`src/rtl/dmem_arbiter_pkg.sv`:
```
// Shared widths and state encodings for the two-master dmem arbiter.
// Imported by the arbiter top and its round-robin picker.
package dmem_arbiter_pkg;

  localparam int D_XLEN = 32;

  typedef logic [1:0] arb_state_t;

  localparam logic [1:0] ST_IDLE = 2'd0;
  localparam logic [1:0] ST_OWN0 = 2'd1;
  localparam logic [1:0] ST_OWN1 = 2'd2;

endpackage

```
`src/rtl/dmem_arbiter_rr_pick2.sv`:
```
// Combinational two-way round-robin picker.
// On a tie, the master that was not granted last wins.
module rr_pick2
  import dmem_arbiter_pkg::*;
(
  input  logic req0_i,
  input  logic req1_i,
  input  logic last_i,
  output logic gnt0_o,
  output logic gnt1_o
);

  assign gnt0_o = req0_i & (~req1_i | last_i);
  assign gnt1_o = req1_i & (~req0_i | ~last_i);

endmodule

```
`src/rtl/dmem_arbiter.sv`:
```
// Shares one dmem port between the datapath (master 0) and a loader/debug port (master 1).
// Round-robin arbitration with locked bursts capped at MAX_BURST beats while the other master waits.
module dmem_arbiter
  import dmem_arbiter_pkg::*;
#(
  parameter int XLEN      = D_XLEN,
  parameter int MAX_BURST = 4
) (
  input  logic            clk,
  input  logic            reset,
  input  logic            req0,
  input  logic            req1,
  input  logic            lock0,
  input  logic            lock1,
  input  logic [XLEN-1:0] addr0,
  input  logic [XLEN-1:0] addr1,
  input  logic [XLEN-1:0] wdata0,
  input  logic [XLEN-1:0] wdata1,
  input  logic [XLEN-1:0] wmask0,
  input  logic [XLEN-1:0] wmask1,
  input  logic            we0,
  input  logic            we1,
  output logic            gnt0,
  output logic            gnt1,
  output logic [XLEN-1:0] rdata0,
  output logic [XLEN-1:0] rdata1,
  output logic [XLEN-1:0] s_addr,
  output logic [XLEN-1:0] s_wdata,
  output logic [XLEN-1:0] s_wmask,
  output logic            s_we,
  input  logic [XLEN-1:0] s_rdata
);

  localparam int            CW      = $clog2(MAX_BURST + 1);
  localparam logic [CW-1:0] CNT_MAX = CW'(MAX_BURST);

  arb_state_t    state_q, state_d;
  logic          last_q, last_d;
  logic [CW-1:0] cnt_q, cnt_d;
  logic [CW-1:0] cnt_inc;

  logic pick_last;
  logic pick0, pick1;
  logic keep0, keep1;

  // A locked owner keeps the port unless it drops its request or has used up its burst
  // while the other master waits; otherwise the owner is treated as the last winner.
  always_comb begin
    pick_last = last_q;
    keep0     = 1'b0;
    keep1     = 1'b0;
    case (state_q)
      ST_OWN0: begin
        pick_last = 1'b0;
        keep0     = req0 & ((cnt_q < CNT_MAX) | ~req1);
      end
      ST_OWN1: begin
        pick_last = 1'b1;
        keep1     = req1 & ((cnt_q < CNT_MAX) | ~req0);
      end
      default: ;
    endcase
  end

  rr_pick2 u_pick (
    .req0_i (req0),
    .req1_i (req1),
    .last_i (pick_last),
    .gnt0_o (pick0),
    .gnt1_o (pick1)
  );

  assign gnt0 = reset & ~keep1 & (keep0 | pick0);
  assign gnt1 = reset & ~keep0 & (keep1 | pick1);

  assign cnt_inc = (cnt_q == CNT_MAX) ? CNT_MAX : cnt_q + CW'(1);

  always_comb begin
    state_d = ST_IDLE;
    cnt_d   = '0;
    last_d  = last_q;
    if (gnt0) begin
      last_d = 1'b0;
      if (lock0) begin
        state_d = ST_OWN0;
        cnt_d   = (state_q == ST_OWN0) ? cnt_inc : CW'(1);
      end
    end else if (gnt1) begin
      last_d = 1'b1;
      if (lock1) begin
        state_d = ST_OWN1;
        cnt_d   = (state_q == ST_OWN1) ? cnt_inc : CW'(1);
      end
    end
  end

  // last resets to 1 so master 0 wins the first tie after reset.
  always_ff @(posedge clk) begin
    if (!reset) begin
      state_q <= ST_IDLE;
      last_q  <= 1'b1;
      cnt_q   <= '0;
    end else begin
      state_q <= state_d;
      last_q  <= last_d;
      cnt_q   <= cnt_d;
    end
  end

  always_comb begin
    s_addr  = '0;
    s_wdata = '0;
    s_wmask = '0;
    s_we    = 1'b0;
    if (gnt0) begin
      s_addr  = addr0;
      s_wdata = wdata0;
      s_wmask = wmask0;
      s_we    = we0;
    end else if (gnt1) begin
      s_addr  = addr1;
      s_wdata = wdata1;
      s_wmask = wmask1;
      s_we    = we1;
    end
  end

  assign rdata0 = gnt0 ? s_rdata : '0;
  assign rdata1 = gnt1 ? s_rdata : '0;

endmodule
```
`config.mk`:
```
export PLATFORM = sky130hd
export DESIGN_NAME = dmem_arbiter
export DESIGN_NICKNAME = d
export VERILOG_FILES = /design/src/rtl/dmem_arbiter_pkg.sv /design/src/rtl/dmem_arbiter_rr_pick2.sv /design/src/rtl/dmem_arbiter.sv
export SDC_FILE = /design/constraint.sdc
export NUM_CORES = 1
export LEC_CHECK = 0
export CAP_MARGIN = 10
export CORE_AREA = 2 2 152 154
export CTS_CLUSTER_DIAMETER = 200
export DETAILED_ROUTE_END_ITERATION = 10
export DIE_AREA = 0 0 154 156
export PLACE_DENSITY_LB_ADDON = 0.3
export SETUP_SLACK_MARGIN = 0.3
export SYNTH_ARGS = -nofsm -noshare
export SYNTH_HDL_FRONTEND = slang
export SYNTH_HIERARCHICAL = 1
export SYNTH_SLANG_ARGS = --single-unit
```
`constraint.sdc`:
```
create_clock -name clk -period 3.24 [get_ports clk]
set_input_delay 0.648 -clock clk [delete_from_list [all_inputs] [get_ports clk]]
set_output_delay 0.648 -clock clk [all_outputs]
set_load 0.05 [all_outputs]
```
# After elaboration in Yosys (flattened, before gate mapping)
# Index checks and enable logic that the tools add are counted.
classes:
  n_addsub: 1
  magnitude_cmp: 1
  n_eq_ne: 3
  n_mux: 26
  n_bitwise: 19
  n_reduce_logical: 1
ops:
  columns: ["operator", "count"]
  rows:
  - ["$mux W32", 8]
  - ["$mux W3", 7]
  - ["$and A1 B1 Y1", 8]
  - ["$mux W1", 7]
  - ["$mux W2", 3]
  - ["$or A1 B1 Y1", 6]
  - ["$not A1 Y1", 5]
  - ["$add A3 B1 Y3 const B", 1]
  - ["$eq A3 B3 Y1 const B", 1]
  - ["$lt A3 B3 Y1 const B", 1]
  - ["$eq A2 B1 Y1 const B", 1]
  - ["$eq A2 B2 Y1 const B", 1]
  - ["$pmux W1 S2", 1]
  - ["$reduce_bool A2 Y1", 1]
word_totals:
  regBits: 6
  inputBits: 232
  output_inout_bits: 163
  wordCells: 54

# Logic depth before layout (Yosys ltp)
# Gate-level depths: netlist of the first run.
depth:
  depth_word: 9
  mapped_depth: 10
  mapped_depth_nobuf: 8

# Modules after synthesis
# Netlist of the first run, hierarchy kept.
modules_own_cells:
  columns: ["mod", "instances", "cells_per_inst", "area_per_inst_um2", "seq_area_each_um2"]
  rows:
  - ["dmem_arbiter", 1, 230, 1815.5, 120.1]
  - ["rr_pick2", 1, 3, 18.8, 0.0]

# Worst setup path before layout of the first run
# Ideal clock, no wire load.
synth_path:
  path_kind: "register to output"
  start: "reg state_q[0]"
  end: "out rdata0[22]"
  t_arrival_ns: 2.555
  required_time_ns: 2.592
  slack_ns: 0.037
  stages_incl_launch_ff: 10
  n_path_buf: 1
  path_cell_list: "dfxtp_1 -> inv_1 -> ha_1 -> mux2_2 -> inv_1 -> a21boi_1 -> a31oi_2 -> nor3b_2 -> clkbuf_1 -> and2_1"
synth_via:
  elab_chain_len: 7
  word_cells_on_any_way: 12
  classes_between: "2 x eq/ne; 4 x mux; 6 x bitwise"
synth_lines:
  columns: ["item", "line_no", "text"]
  rows:
  - ["from (decl)", "dmem_arbiter.sv:37", "arb_state_t state_q, state_d;"]
  - ["from (signal assigned)", "dmem_arbiter.sv:104", "state_q <= state_d;"]
  - ["$eq A2 B2 Y1 or $eq A2 B1 Y1 (tied branches)", "dmem_arbiter.sv:52", "case (state_q)"]
  - ["$pmux W1 S2 *", "dmem_arbiter.sv:52", null]
  - ["net pick_last", "dmem_arbiter.sv:42", "logic pick_last;"]
  - ["$or A1 B1 Y1 *", "dmem_arbiter_rr_pick2.sv:13", "assign gnt0_o = req0_i & (~req1_i | last_i);"]
  - ["$and A1 B1 Y1 *", "dmem_arbiter_rr_pick2.sv:13", null]
  - ["net pick0", "dmem_arbiter.sv:43", "logic pick0, pick1;"]
  - ["$or A1 B1 Y1 *", "dmem_arbiter.sv:73", "assign gnt0 = reset & ~keep1 & (keep0 | pick0);"]
  - ["$and A1 B1 Y1 *", "dmem_arbiter.sv:73", null]
  - ["net gnt0", "dmem_arbiter.sv:23", "output logic gnt0,"]
  - ["$mux W32 *", "dmem_arbiter.sv:128", "assign rdata0 = gnt0 ? s_rdata : '0;"]
  - ["to (decl)", "dmem_arbiter.sv:25", "output logic [XLEN-1:0] rdata0,"]
# Mark *: on every way through the listed nets, which the timed path passes. The rest lies on a longest branch.

# Worst setup path after layout of the first run
layout_path:
  start: "reg state_q[0]"
  end: "out s_wdata[25]"
layout_via:
  word_cells_on_any_way: 20
  classes_between: "2 x eq/ne; 5 x mux; 13 x bitwise"
layout_lines:
  columns: ["item", "line_no", "text"]
  rows:
  - ["$eq A2 B2 Y1 or $eq A2 B1 Y1 (tied branches)", "dmem_arbiter.sv:52", null]
  - ["$pmux W1 S2 *", "dmem_arbiter.sv:52", null]
  - ["net pick_last", "dmem_arbiter.sv:42", null]
  - ["$or A1 B1 Y1 *", "dmem_arbiter_rr_pick2.sv:13", null]
  - ["$and A1 B1 Y1 *", "dmem_arbiter_rr_pick2.sv:13", null]
  - ["net pick0", "dmem_arbiter.sv:43", null]
  - ["$or A1 B1 Y1 *", "dmem_arbiter.sv:73", null]
  - ["$and A1 B1 Y1 *", "dmem_arbiter.sv:73", null]
  - ["$mux W32 *", "dmem_arbiter.sv:115", "if (gnt0) begin"]
  - ["to (decl)", "dmem_arbiter.sv:28", "output logic [XLEN-1:0] s_wdata,"]
# Marks and branches as above.

==> results by group, run 1 <==
STA
  – Clock Skews: 0.00151 ns
  – RSZ-0062 raised after global routing: yes
  – Post-route setup TNS: 0 ns
  – Fin crit period: 3.05 ns
  – Slew @ Worst Pin: 0.489 ns
  – Final setup viols: 0
  – WHS: 0.553 ns
  – F_max: 328 MHz
  – Final Hold Viols: 0
  – Final period util: 94.0%
  – Final Max Slew Viols: 0
  – Max-slew headroom: 67.2%

Logic synthesis
  – Register area share after synthesis: 6.55%
  – Ys flop type: dfxtp_1
  – #FFs+latches synth: 6
  – YS warnings: 6
  – Synth async-reset ratio: 0%
  – Largest area contributor in the netlist: a22o_1
  – Syn avg cell area: 7.87 um2
  – Ranking of synthesized cells by area: a22o_1 (47%), and2_1 (23%), dfxtp_1 (6.5%)
  – Post-Synthesis Cells: 233
  – Number of synthesized flops with an enable pin: 0
  – Cell area after synthesis: 1830 um2
  – Synth cell types: 27
  – Syn nets: 469
  – Area share of the largest cell type after synthesis: 46.8%

Power and ir drop
  – Switching share of power: 41.8%
  – Reg power frac: 3.6%
  – Psw: 0.949 mW
  – Clk pwr share: 8.9%
  – Max IR drop VDD: 127 uV
  – Gate power share: 87.5%
  – Internal Power: 1.32 mW
  – PD cells: 249 nW/um2
  – Leak: 3.78 nW

Finish
  – Proportion of layout cells with a drive suffix above 1: 48.0%
  – Final instance area: 9110 um2
  – # diodes: 0
  – Final nets: 890
  – Area grow syn2layout: 397%

Drt
  – Drt first pass iters: 4
  – Vias: 3659
  – Via density: 3.91
  – Avg WL per Cell: 18.7 um
  – Drt first-iter violations: 133
  – Post-route ant nets: 0
  – DRC violations left: 0
  – Routed WL: 17500 um

Worst hold path
  – HP Class: flop to flop
  – Worst hold endpoint: last_q
  – Hold_sp: last_q
  – WHS Path Cells: 2

Critical path
  – Crit-path max cell delay: 0.32 ns
  – CP delay by family, top: buffers and inverters
  – Crit path cell chain: inv_2 > ha_4 > mux2_4 > inv_2 > a21boi_4 > a31oi_4 > nor3b_4 > buf_6 > buf_12 > clkbuf_16 > a22o_4 > buf_12
  – Worst EP required: 2.59 ns
  – R2R cell count: 10
  – Worst path arrival time: 2.40 ns
  – RR Endpoint: cnt_q[0]
  – Crit Path Category: flop to output pin
  – Slack of the worst reg-to-reg path: 1.26 ns
  – Max FO, Critical Path: 7
  – CP startpoint kind: flop
  – Worst r2r src: state_q[0]
  – Crit path capture type: output pin
  – CP bufs+invs: 6
  – CP max-delay cell: dfxtp_2

CTS
  – Clock Tree Buf Depth: 2
  – CTS tree: built
  – Total CTS buffers: 3
  – Reg clk slew, reported paths: 0.03 ns
  – TritonCTS Sinks: 6
  – # hold bufs at CTS: 0
  – H-tree Lvls: 1
  – CTS root buf: clkbuf_16
  – Worst skew pair latency: 0.23 ns

Run status
  – Status: finished, final reports clean

GRT
  – Total gr overflow: 0
  – Largest net degree at the start of global routing: 34
  – Initial antenna violation count: 0
  – First-pass GRT wire length: 23400 um
  – Total track usage: 12.6%
  – Number of global-route vias before repair: 3760

Floorplan
  – Die area: 24000 um2
  – Core Rows: 55
  – Ports: 395
  – Die height: 156 um
  – Die width: 154 um
  – Starting Density: 8.20%
  – Core Area: 22400 um2

Placement
  – Count of input and output buffers: 394
  – Gpl congestion: 0.769
  – Dpl cell area: 7840 um2
  – Final HPWL DP: 13600 um

Run
  – Max-Cap Viols: 0
state kept, by name, indices dropped and copies added (netlist names):
signal / count
cnt_q: 3
state_q: 2
last_q: 1
worst max-delay path by stage:
stage                     cells after the start       start  slack (ns)           to
after global placement                        8        req0       -0.04   s_addr[15]
after floorplan                               9  state_q[0]        0.31   rdata0[22]
after CTS                                    12  state_q[0]        0.19   s_addr[10]
after global routing                         12  state_q[0]        0.13  s_wdata[26]
after detailed placement                      8        req0       -0.04   s_addr[22]
final                                        12  state_q[0]        0.19  s_wdata[25]
cells by family after synthesis:
group,after synthesis,share of synthesized area (%)
AO/OA/AOI/OAI,109,52.7
flip-flops,6,6.55
AND/OR/NAND/NOR,80,26.6
multiplexers,1,0.614
buffers and inverters,33,10.8
adder cells (fa/ha/maj),4,2.73
power groups by stage:
stage	logic, mW	clock network (mW)	registers [mW]
after floorplan	0.726	0	0.0807
after global placement	1.75	0	0.0810
after detailed placement	1.74	0	0.0811
after CTS	1.92	0.199	0.0806
after global routing	2.05	0.209	0.0813
final	1.99	0.202	0.0807
cells in the final DEF, fill, tap and decap left out, drive strengths merged, types with 3 or more instances in the layout:
cell and n:
ha 4, dfxtp 6, clkbuf 8, a22o 98, and2 66, inv 5
nand2 7, buf 208, clkdlybuf4s50 229, o211a 3
worst reg2reg max path: stages (launching register included):
cell and delay (ns):
dfxtp_2 0.32, inv_2 0.04, ha_4 0.26, mux2_4 0.16, inv_2 0.04, a21boi_4 0.16, nor2b_2 0.06, o211a_4 0.28
buf_4 0.15, buf_12 0.14, a32o_1 0.25
through the flow:
| stage | std cells | util [%] | total power [mW] | setup slack (ns) |
|---|---|---|---|---|
| 2_1_floorplan | 233 | - | 0.807 | 0.305 |
| 3_3_place_gp | 906 | 35.1 | 1.83 | -0.0376 |
| 3_5_place_dp | 906 | 35.1 | 1.83 | -0.0402 |
| 4_1_cts | 929 | 38.8 | 2.20 | 0.193 |
| 5_1_grt | 937 | 40.7 | 2.34 | 0.133 |
| 6_report | 937 | 40.7 | 2.27 | 0.193 |
layer usage:
| layer | share of wire (%) | GRT usage [%] | vias up |
|---|---|---|---|
| met5 | 0 | 0 | - |
| met1 | 37 | 14.1 | 1677 |
| met3 | 8.5 | 3.25 | 9 |
| li1 | - | - | 1736 |
| met4 | 0.42 | 0.979 | 0 |
| met2 | 54 | 24.9 | 237 |
synth_stat cells (2+ instances only):
library cell / instances
buf_2: 15
and2_1: 66
buf_6: 7
a32o_1: 2
nand2_1: 7
a22o_1: 98
clkbuf_1: 5
dfxtp_1: 6
o211a_1: 2
ha_1: 4
inv_1: 5
final cells by class:
| class | instances | area [um2] |
|---|---|---|
| fill | 2108 | 13300 |
| timing repair buffer | 444 | 6440 |
| multi-input combinational | 194 | 2100 |
| tap | 285 | 357 |
| sequential | 6 | 123 |
| clock buffer | 3 | 75.1 |
| inverter | 5 | 18.8 |
repair_timing:
| item | 4_1_cts | 5_1_grt |
|---|---|---|
| pin swaps | 84 | 27 |
| gates resized for setup | 88 | 51 |
| cloned | 7 | 6 |
| buffers inserted | 13 | 2 |
| setup endpoints to repair | 162 | 128 |
Power figures use the tool's default switching activity.
==> run 2, diff against run 1 <==
Settings changed: CAP_MARGIN 10 to 20, PLACE_DENSITY set to 0.47, PLACE_DENSITY_LB_ADDON 0.3 to not set.
==> results by group, run 2 (same netlist as run 1, synthesis figures left out) <==
GRT
  – Number of global-route vias before repair: 3892 (+3.5%)
  – Total track usage: 12.7% (+0.041 points)
  – First-pass GRT wire length: 23700 um (+1.2%)
  – Largest net degree at the start of global routing: 34 (unchanged)
  – Total gr overflow: 0 (unchanged)
  – Initial antenna violation count: 0 (unchanged)

Worst hold path
  – HP Class: flop to flop
  – WHS Path Cells: 2 (unchanged)
  – Worst hold endpoint: last_q
  – Hold_sp: last_q

STA
  – Final Max Slew Viols: 0 (unchanged)
  – Post-route setup TNS: 0 ns (unchanged)
  – RSZ-0062 raised after global routing: yes
  – F_max: 324 MHz (-1.1%)
  – Max-slew headroom: 68.6% (+1.5 points)
  – Final period util: 95.1% (+1.1 points)
  – Final setup viols: 0 (unchanged)
  – Final Hold Viols: 0 (unchanged)
  – Clock Skews: 0.00242 ns (+0.000904 ns)
  – Setup WS post-layout: 0.158 ns (-0.0353 ns)
  – Fin crit period: 3.08 ns (+0.0353 ns)
  – Slew @ Worst Pin: 0.467 ns (-0.0217 ns)
  – WHS: 0.584 ns (+0.0306 ns)

Critical path
  – RR Endpoint: cnt_q[1]
  – Crit path cell chain: inv_2 > ha_4 > mux2_4 > inv_2 > a21boi_4 > a31oi_4 > nor3b_4 > buf_6 > buf_12 > buf_12 > a22o_4 > buf_12
  – Most frequent CP cell: buf_12
  – Crit path capture type: output pin
  – R2R cell count: 10 (unchanged)
  – CP max-delay cell: dfxtp_2
  – Worst r2r src: state_q[0]
  – Crit Path Category: flop to output pin
  – Worst path arrival time: 2.43 ns (+0.03 ns)
  – Slack of the worst reg-to-reg path: 1.14 ns (-0.12 ns)
  – Crit-path max cell delay: 0.32 ns (about the same)
  – Max FO, Critical Path: 17 (+10)
  – Crit path from: state_q[0]
  – Worst EP required: 2.59 ns (about the same)
  – CP startpoint kind: flop

CTS
  – H-tree Lvls: 1 (unchanged)
  – Reg clk slew, reported paths: 0.03 ns (about the same)
  – Clock Tree Buf Depth: 2 (unchanged)
  – TritonCTS Sinks: 6 (unchanged)
  – CTS tree: built
  – # hold bufs at CTS: 0 (unchanged)
  – CTS root buf: clkbuf_16
  – Total CTS buffers: 3 (unchanged)
  – Worst skew pair latency: 0.23 ns (about the same)

Finish
  – Max reg flops: 3 (unchanged)
  – Regs by FF count: cnt_q (3), state_q (2), last_q (1)
  – Area grow syn2layout: 388%
  – Largest register by flop count: cnt_q
  – Final nets: 882 (-0.90%)
  – Proportion of layout cells with a drive suffix above 1: 47.8% (-0.18 points)
  – # diodes: 0 (unchanged)
  – Commonest cells after routing, fill and taps aside: clkdlybuf4s50_1 (229), buf_12 (178), a22o_4 (60)
  – Fill cells: 2101 (-0.33%)
  – Most common cell after layout, fill and taps aside: clkdlybuf4s50_1
  – Final instance area: 8950 um2 (-1.7%)

Power and ir drop
  – Switching share of power: 42.0% (+0.19 points)
  – Reg power frac: 3.6% (about the same)
  – Leak: 3.72 nW (-1.5%)
  – Clk pwr share: 8.9% (about the same)
  – Gate power share: 87.5% (about the same)
  – Max IR drop VDD: 122 uV (-4.4%)
  – Internal Power: 1.29 mW (-2.1%)
  – PD cells: 249 nW/um2 (about the same)
  – Psw: 0.937 mW (-1.3%)

Drt
  – Drt first-iter violations: 137 (+3.0%)
  – Post-route ant nets: 0 (unchanged)
  – Via density: 3.99 (+2.2%)
  – Vias: 3709 (+1.4%)
  – DRC violations left: 0 (unchanged)
  – Routed WL: 17200 um (-1.5%)
  – Drt first pass iters: 4 (unchanged)
  – Avg WL per Cell: 18.6 um (-0.69%)

Run
  – Max-Cap Viols: 0 (unchanged)

Placement
  – Final HPWL DP: 14400 um (+5.8%)
  – Dpl cell area: 7900 um2 (+0.73%)
  – DP Worst Slack: -0.000634 ns (+0.0396 ns)
  – Gpl congestion: 0.831 (+8.0%)
  – Count of input and output buffers: 394 (unchanged)

Floorplan
  – Die area: 24000 um2 (unchanged)
  – Die height: 156 um (unchanged)
  – Die width: 154 um (unchanged)
  – Starting Density: 8.20% (unchanged)
  – Ports: 395 (unchanged)
  – Core Rows: 55 (unchanged)
  – Core Area: 22400 um2 (unchanged)

Run status
  – Status: finished, final reports clean
[run 2: worst max path at each step]
| stage | slack (ns) | depth (start not counted) | endpoint |
|---|---|---|---|
| floorplan | 0.31 | 9 | rdata0[22] |
| global placement | -0.0007 | 8 | s_addr[29] |
| detailed placement | -0.0006 | 8 | s_addr[29] |
| CTS | 0.16 | 11 | s_addr[6] |
| global route | 0.11 | 12 | s_wdata[14] |
| finish | 0.16 | 12 | s_wdata[9] |
[run 2: timing repair]
item | in CTS | in global routing
cloned | 6 | 1
pin swaps | 25 | 55
setup endpoints to repair | 162 | 136
resized for setup | 48 | 76
buffers inserted | 7 | 5
[run 2: layout make-up]
type,instances,area (um2),share of cell area (%)
timing repair buffer,436,6210,69.4
inverter,5,18.8,0.210
clock buffer,3,75.1,0.838
multi-input combinational,194,2170,24.2
sequential,6,123,1.37
tap,285,357,3.98
[run 2: critical path: cells and delay by family, from the launching register on]
kind	cells	cell delay (ns)
buffers and inverters	6	0.69
AO/OA/AOI/OAI	3	0.53
flip-flops	1	0.32
multiplexers	1	0.31
adder cells (fa/ha/maj)	1	0.26
AND/OR/NAND/NOR	1	0.08
[run 2: per-layer routing]
layer  up-vias  track usage (%)  wire length (um)
li1       1718                -                 -
met1      1761             13.6              6020
met2       222             26.0              9840
met3         8             2.44              1230
met4         0             1.69               148
met5         -                0                 0
[run 2: metrics by stage]
stage               std cells  utilization (%)  power, mW
global route              929             40.0       2.30
finish                    929             40.0       2.23
CTS                       923             37.7       2.14
global placement          907             35.3       1.83
floorplan                 233                -      0.807
detailed placement        907             35.3       1.84
[run 2: power by group through the flow]
| stage | clock network (mW) | logic, mW | registers [mW] |
|---|---|---|---|
| after floorplan | 0 | 0.726 | 0.0807 |
| after CTS | 0.203 | 1.86 | 0.0807 |
| after global placement | 0 | 1.75 | 0.0808 |
| final | 0.199 | 1.95 | 0.0811 |
| after detailed placement | 0 | 1.76 | 0.0812 |
| after global routing | 0.207 | 2.01 | 0.0813 |
==> run 3, diff against run 2 <==
Settings changed: ABC_AREA set to 1, CORE_AREA 2 2 152 154 to 2 2 155 157, DIE_AREA 0 0 154 156 to 0 0 157 159, PLACE_DENSITY 0.47 to 0.48.
==> results by group, run 3 <==
Logic synthesis
  – Most frequent cells after synthesis: nand2_1 (213), nand3_1 (105), nor2_1 (70), inv_1 (48), buf_2 (16)
  – Simple-Gate Fraction of Synth Area: 72.2% (+46 points)
  – Post-Synthesis Cells: 497 (+110%)
  – Ranking of synthesized cells by area: nand2_1 (36%), nand3_1 (24%), nor2_1 (12%)
  – Area share of the largest cell type after synthesis: 35.9% (-11 points)
  – Compound-Gate Fraction of Synth Area: 2.25% (-50 points)
  – Post-Synth XOR/XNOR Area: 0% (unchanged)
  – YS warnings: 6 (unchanged)
  – Proportion of synthesized area in mux cells: 0% (-0.61 points)
  – Synth cell types: 19 (-30%)
  – Largest area contributor in the netlist: nand2_1
  – Cell area after synthesis: 2230 um2 (+21%)
  – Ys flop type: dfxtp_1
  – Syn avg cell area: 4.48 um2 (-43%)
  – Largest family of logic cells by synthesized area: simple AND/OR/NAND/NOR gates
  – Number of synthesized flops with an enable pin: 0 (unchanged)
  – Synth async-reset ratio: 0% (unchanged)
  – Adder-cell share of the synthesized area: 2.25% (-0.48 points)
  – Count leader, synth: nand2_1
  – Syn nets: 733 (+56%)
  – Register area share after synthesis: 5.40% (-1.2 points)
  – #FFs+latches synth: 6 (unchanged)

STA
  – Final period util: 87.7% (-7.4 points)
  – Final Max Slew Viols: 0 (unchanged)
  – Slew @ Worst Pin: 0.296 ns (-0.171 ns)
  – Clock Skews: 0.00295 ns (+0.000534 ns)
  – Final Hold Viols: 0 (unchanged)
  – Final setup viols: 0 (unchanged)
  – F_max: 352 MHz (+8.4%)
  – Post-route setup TNS: 0 ns (unchanged)
  – RSZ-0062 raised after global routing: yes
  – Fin crit period: 2.84 ns (-0.239 ns)
  – Max-slew headroom: 80.2% (+12 points)

Placement
  – Final HPWL DP: 14500 um (+1.0%)
  – Dpl cell area: 8250 um2 (+4.5%)
  – Gpl congestion: 0.856 (+3.0%)
  – Count of input and output buffers: 394 (unchanged)

Critical path
  – Crit path capture type: output pin
  – CP startpoint kind: input pin
  – R2R cell count: 13 (+3)
  – Worst path arrival time: 2.19 ns (-0.24 ns)
  – Worst EP required: 2.59 ns (about the same)
  – Worst r2r src: state_q[0]
  – Slack of the worst reg-to-reg path: 1.42 ns (+0.28 ns)
  – Max FO, Critical Path: 16 (-1)
  – Crit Path Category: input pin to output pin
  – RR Endpoint: cnt_q[2]

Run
  – Max-Cap Viols: 0 (unchanged)

CTS
  – TritonCTS Sinks: 6 (unchanged)
  – CTS tree: built
  – H-tree Lvls: 1 (unchanged)
  – Total CTS buffers: 3 (unchanged)
  – Clock Tree Buf Depth: 2 (unchanged)
  – Worst skew pair latency: 0.23 ns (about the same)
  – Reg clk slew, reported paths: 0.03 ns (about the same)
  – CTS root buf: clkbuf_16

GRT
  – Initial antenna violation count: 0 (unchanged)
  – Largest net degree at the start of global routing: 60 (+76%)
  – First-pass GRT wire length: 25500 um (+7.8%)
  – Total gr overflow: 0 (unchanged)
  – Number of global-route vias before repair: 4367 (+12%)
  – Total track usage: 13.1% (+0.42 points)

Finish
  – Most common cell after layout, fill and taps aside: clkdlybuf4s50_1
  – Fill cells: 2382 (+13%)
  – Proportion of layout cells with a drive suffix above 1: 27.5% (-20 points)
  – Commonest cells after routing, fill and taps aside: clkdlybuf4s50_1 (229), nand2_1 (187), buf_12 (171)
  – Largest register by flop count: cnt_q
  – # diodes: 0 (unchanged)
  – Regs by FF count: cnt_q (3), state_q (2), last_q (1)
  – Area grow syn2layout: 288%
  – Max reg flops: 3 (unchanged)
  – Final instance area: 8630 um2 (-3.7%)
  – Final nets: 1122 (+27%)

Drt
  – Via density: 3.71 (-7.2%)
  – DRC violations left: 0 (unchanged)
  – Routed WL: 17700 um (+2.6%)
  – Vias: 4458 (+20%)
  – Drt first-iter violations: 169 (+23%)
  – Avg WL per Cell: 14.7 um (-21%)
  – Drt first pass iters: 4 (unchanged)
  – Post-route ant nets: 0 (unchanged)

Floorplan
  – Die area: 25000 um2 (+3.9%)
  – Ports: 395 (unchanged)
  – Die width: 157 um (+1.9%)
  – Core Area: 23200 um2 (+3.7%)
  – Die height: 159 um (+1.9%)
  – Core Rows: 56 (+1.8%)
  – Starting Density: 9.60% (+1.4 points)

Power and ir drop
  – Max IR drop VDD: 138 uV (+13%)
  – PD cells: 252 nW/um2 (+0.98%)
  – Overall power: 2.17 mW (-2.7%)
  – Leak: 3.90 nW (+4.6%)

Worst hold path
  – WHS Path Cells: 2 (unchanged)
  – HP Class: flop to flop
  – Worst hold endpoint: last_q
  – Hold_sp: last_q

Run status
  – Status: finished, final reports clean
run 3: cell types whose count changed after synthesis, moves of 5 or more:
| cell | previous run | this run |
|---|---|---|
| a22o_1 | 98 | 0 |
| buf_4 | 1 | 11 |
| and2_1 | 66 | 0 |
| inv_1 | 5 | 48 |
| nand3_1 | 1 | 105 |
| buf_6 | 7 | 1 |
| a21oi_1 | 0 | 5 |
| nand2_1 | 7 | 213 |
| nor2_1 | 0 | 70 |
run 3: cell families (layout without fill, tap and decap cells):
group / after synthesis / in the layout
buffers and inverters: 88 / 475
AND/OR/NAND/NOR: 391 / 391
adder cells (fa/ha/maj): 4 / 4
AO/OA/AOI/OAI: 8 / 8
flip-flops: 6 / 6
run 3: where the power goes:
group / total (mW) / switching [mW] / internal [mW]
Sequential: 0.0805 / 0.00200 / 0.0785
Clock: 0.200 / 0.0418 / 0.158
Combinational: 1.89 / 0.956 / 0.933
run 3: per-layer routing:
metal	part of all wire [%]	GRT usage [%]	vias up
met5	0	0	-
met4	1.1	2.25	0
met3	6.8	2.48	10
met2	54	25.3	196
met1	38	14.9	1952
li1	-	-	2300
run 3: timing repair:
item                                   4_1_cts  5_1_grt
pin swaps                                    1        0
buffers inserted                             2        1
gates resized for setup                     13       41
setup endpoints to repair                  111      127
gates cloned                                 3        1
endpoints found under the hold margin        0        0
hold buffers                                 0        0
run 3: cell type report:
class,instances,area [um2],share of cell area (%)
timing repair buffer,423,6000,69.5
clock buffer,3,75.1,0.870
tap,319,399,4.63
inverter,49,186,2.16
sequential,6,120,1.39
multi-input combinational,403,1850,21.4
run 3: worst max-delay path by stage:
| stage | cells past startpoint | to | start |
|---|---|---|---|
| 3_5_place_dp | 10 | s_wdata[13] | req1 |
| 6_report | 9 | s_addr[31] | reset |
| 4_1_cts | 12 | rdata0[12] | state_q[0] |
| 2_1_floorplan | 11 | rdata0[10] | state_q[0] |
| 3_3_place_gp | 10 | s_wdata[13] | req1 |
| 5_1_grt | 12 | s_wdata[23] | state_q[0] |
run 3: per-stage QoR:
step                utilization (%)  hold WS, ns  worst slack, ns  instances
global placement               35.6        0.508            0.159       1193
floorplan                         -        0.489            0.329        497
finish                         37.2        0.513            0.398       1203
detailed placement             35.6        0.510            0.124       1193
CTS                            36.6        0.514            0.319       1201
global route                   37.2        0.567            0.274       1203
run 3: critical path, cell delays in order:
cell             delay, ns
clkdlybuf4s50_1       0.51
inv_1                 0.08
a21oi_2               0.15
nand2_4               0.10
buf_12                0.17
buf_4                 0.16
nand3_1               0.11
nand2_1               0.10
buf_12                0.16
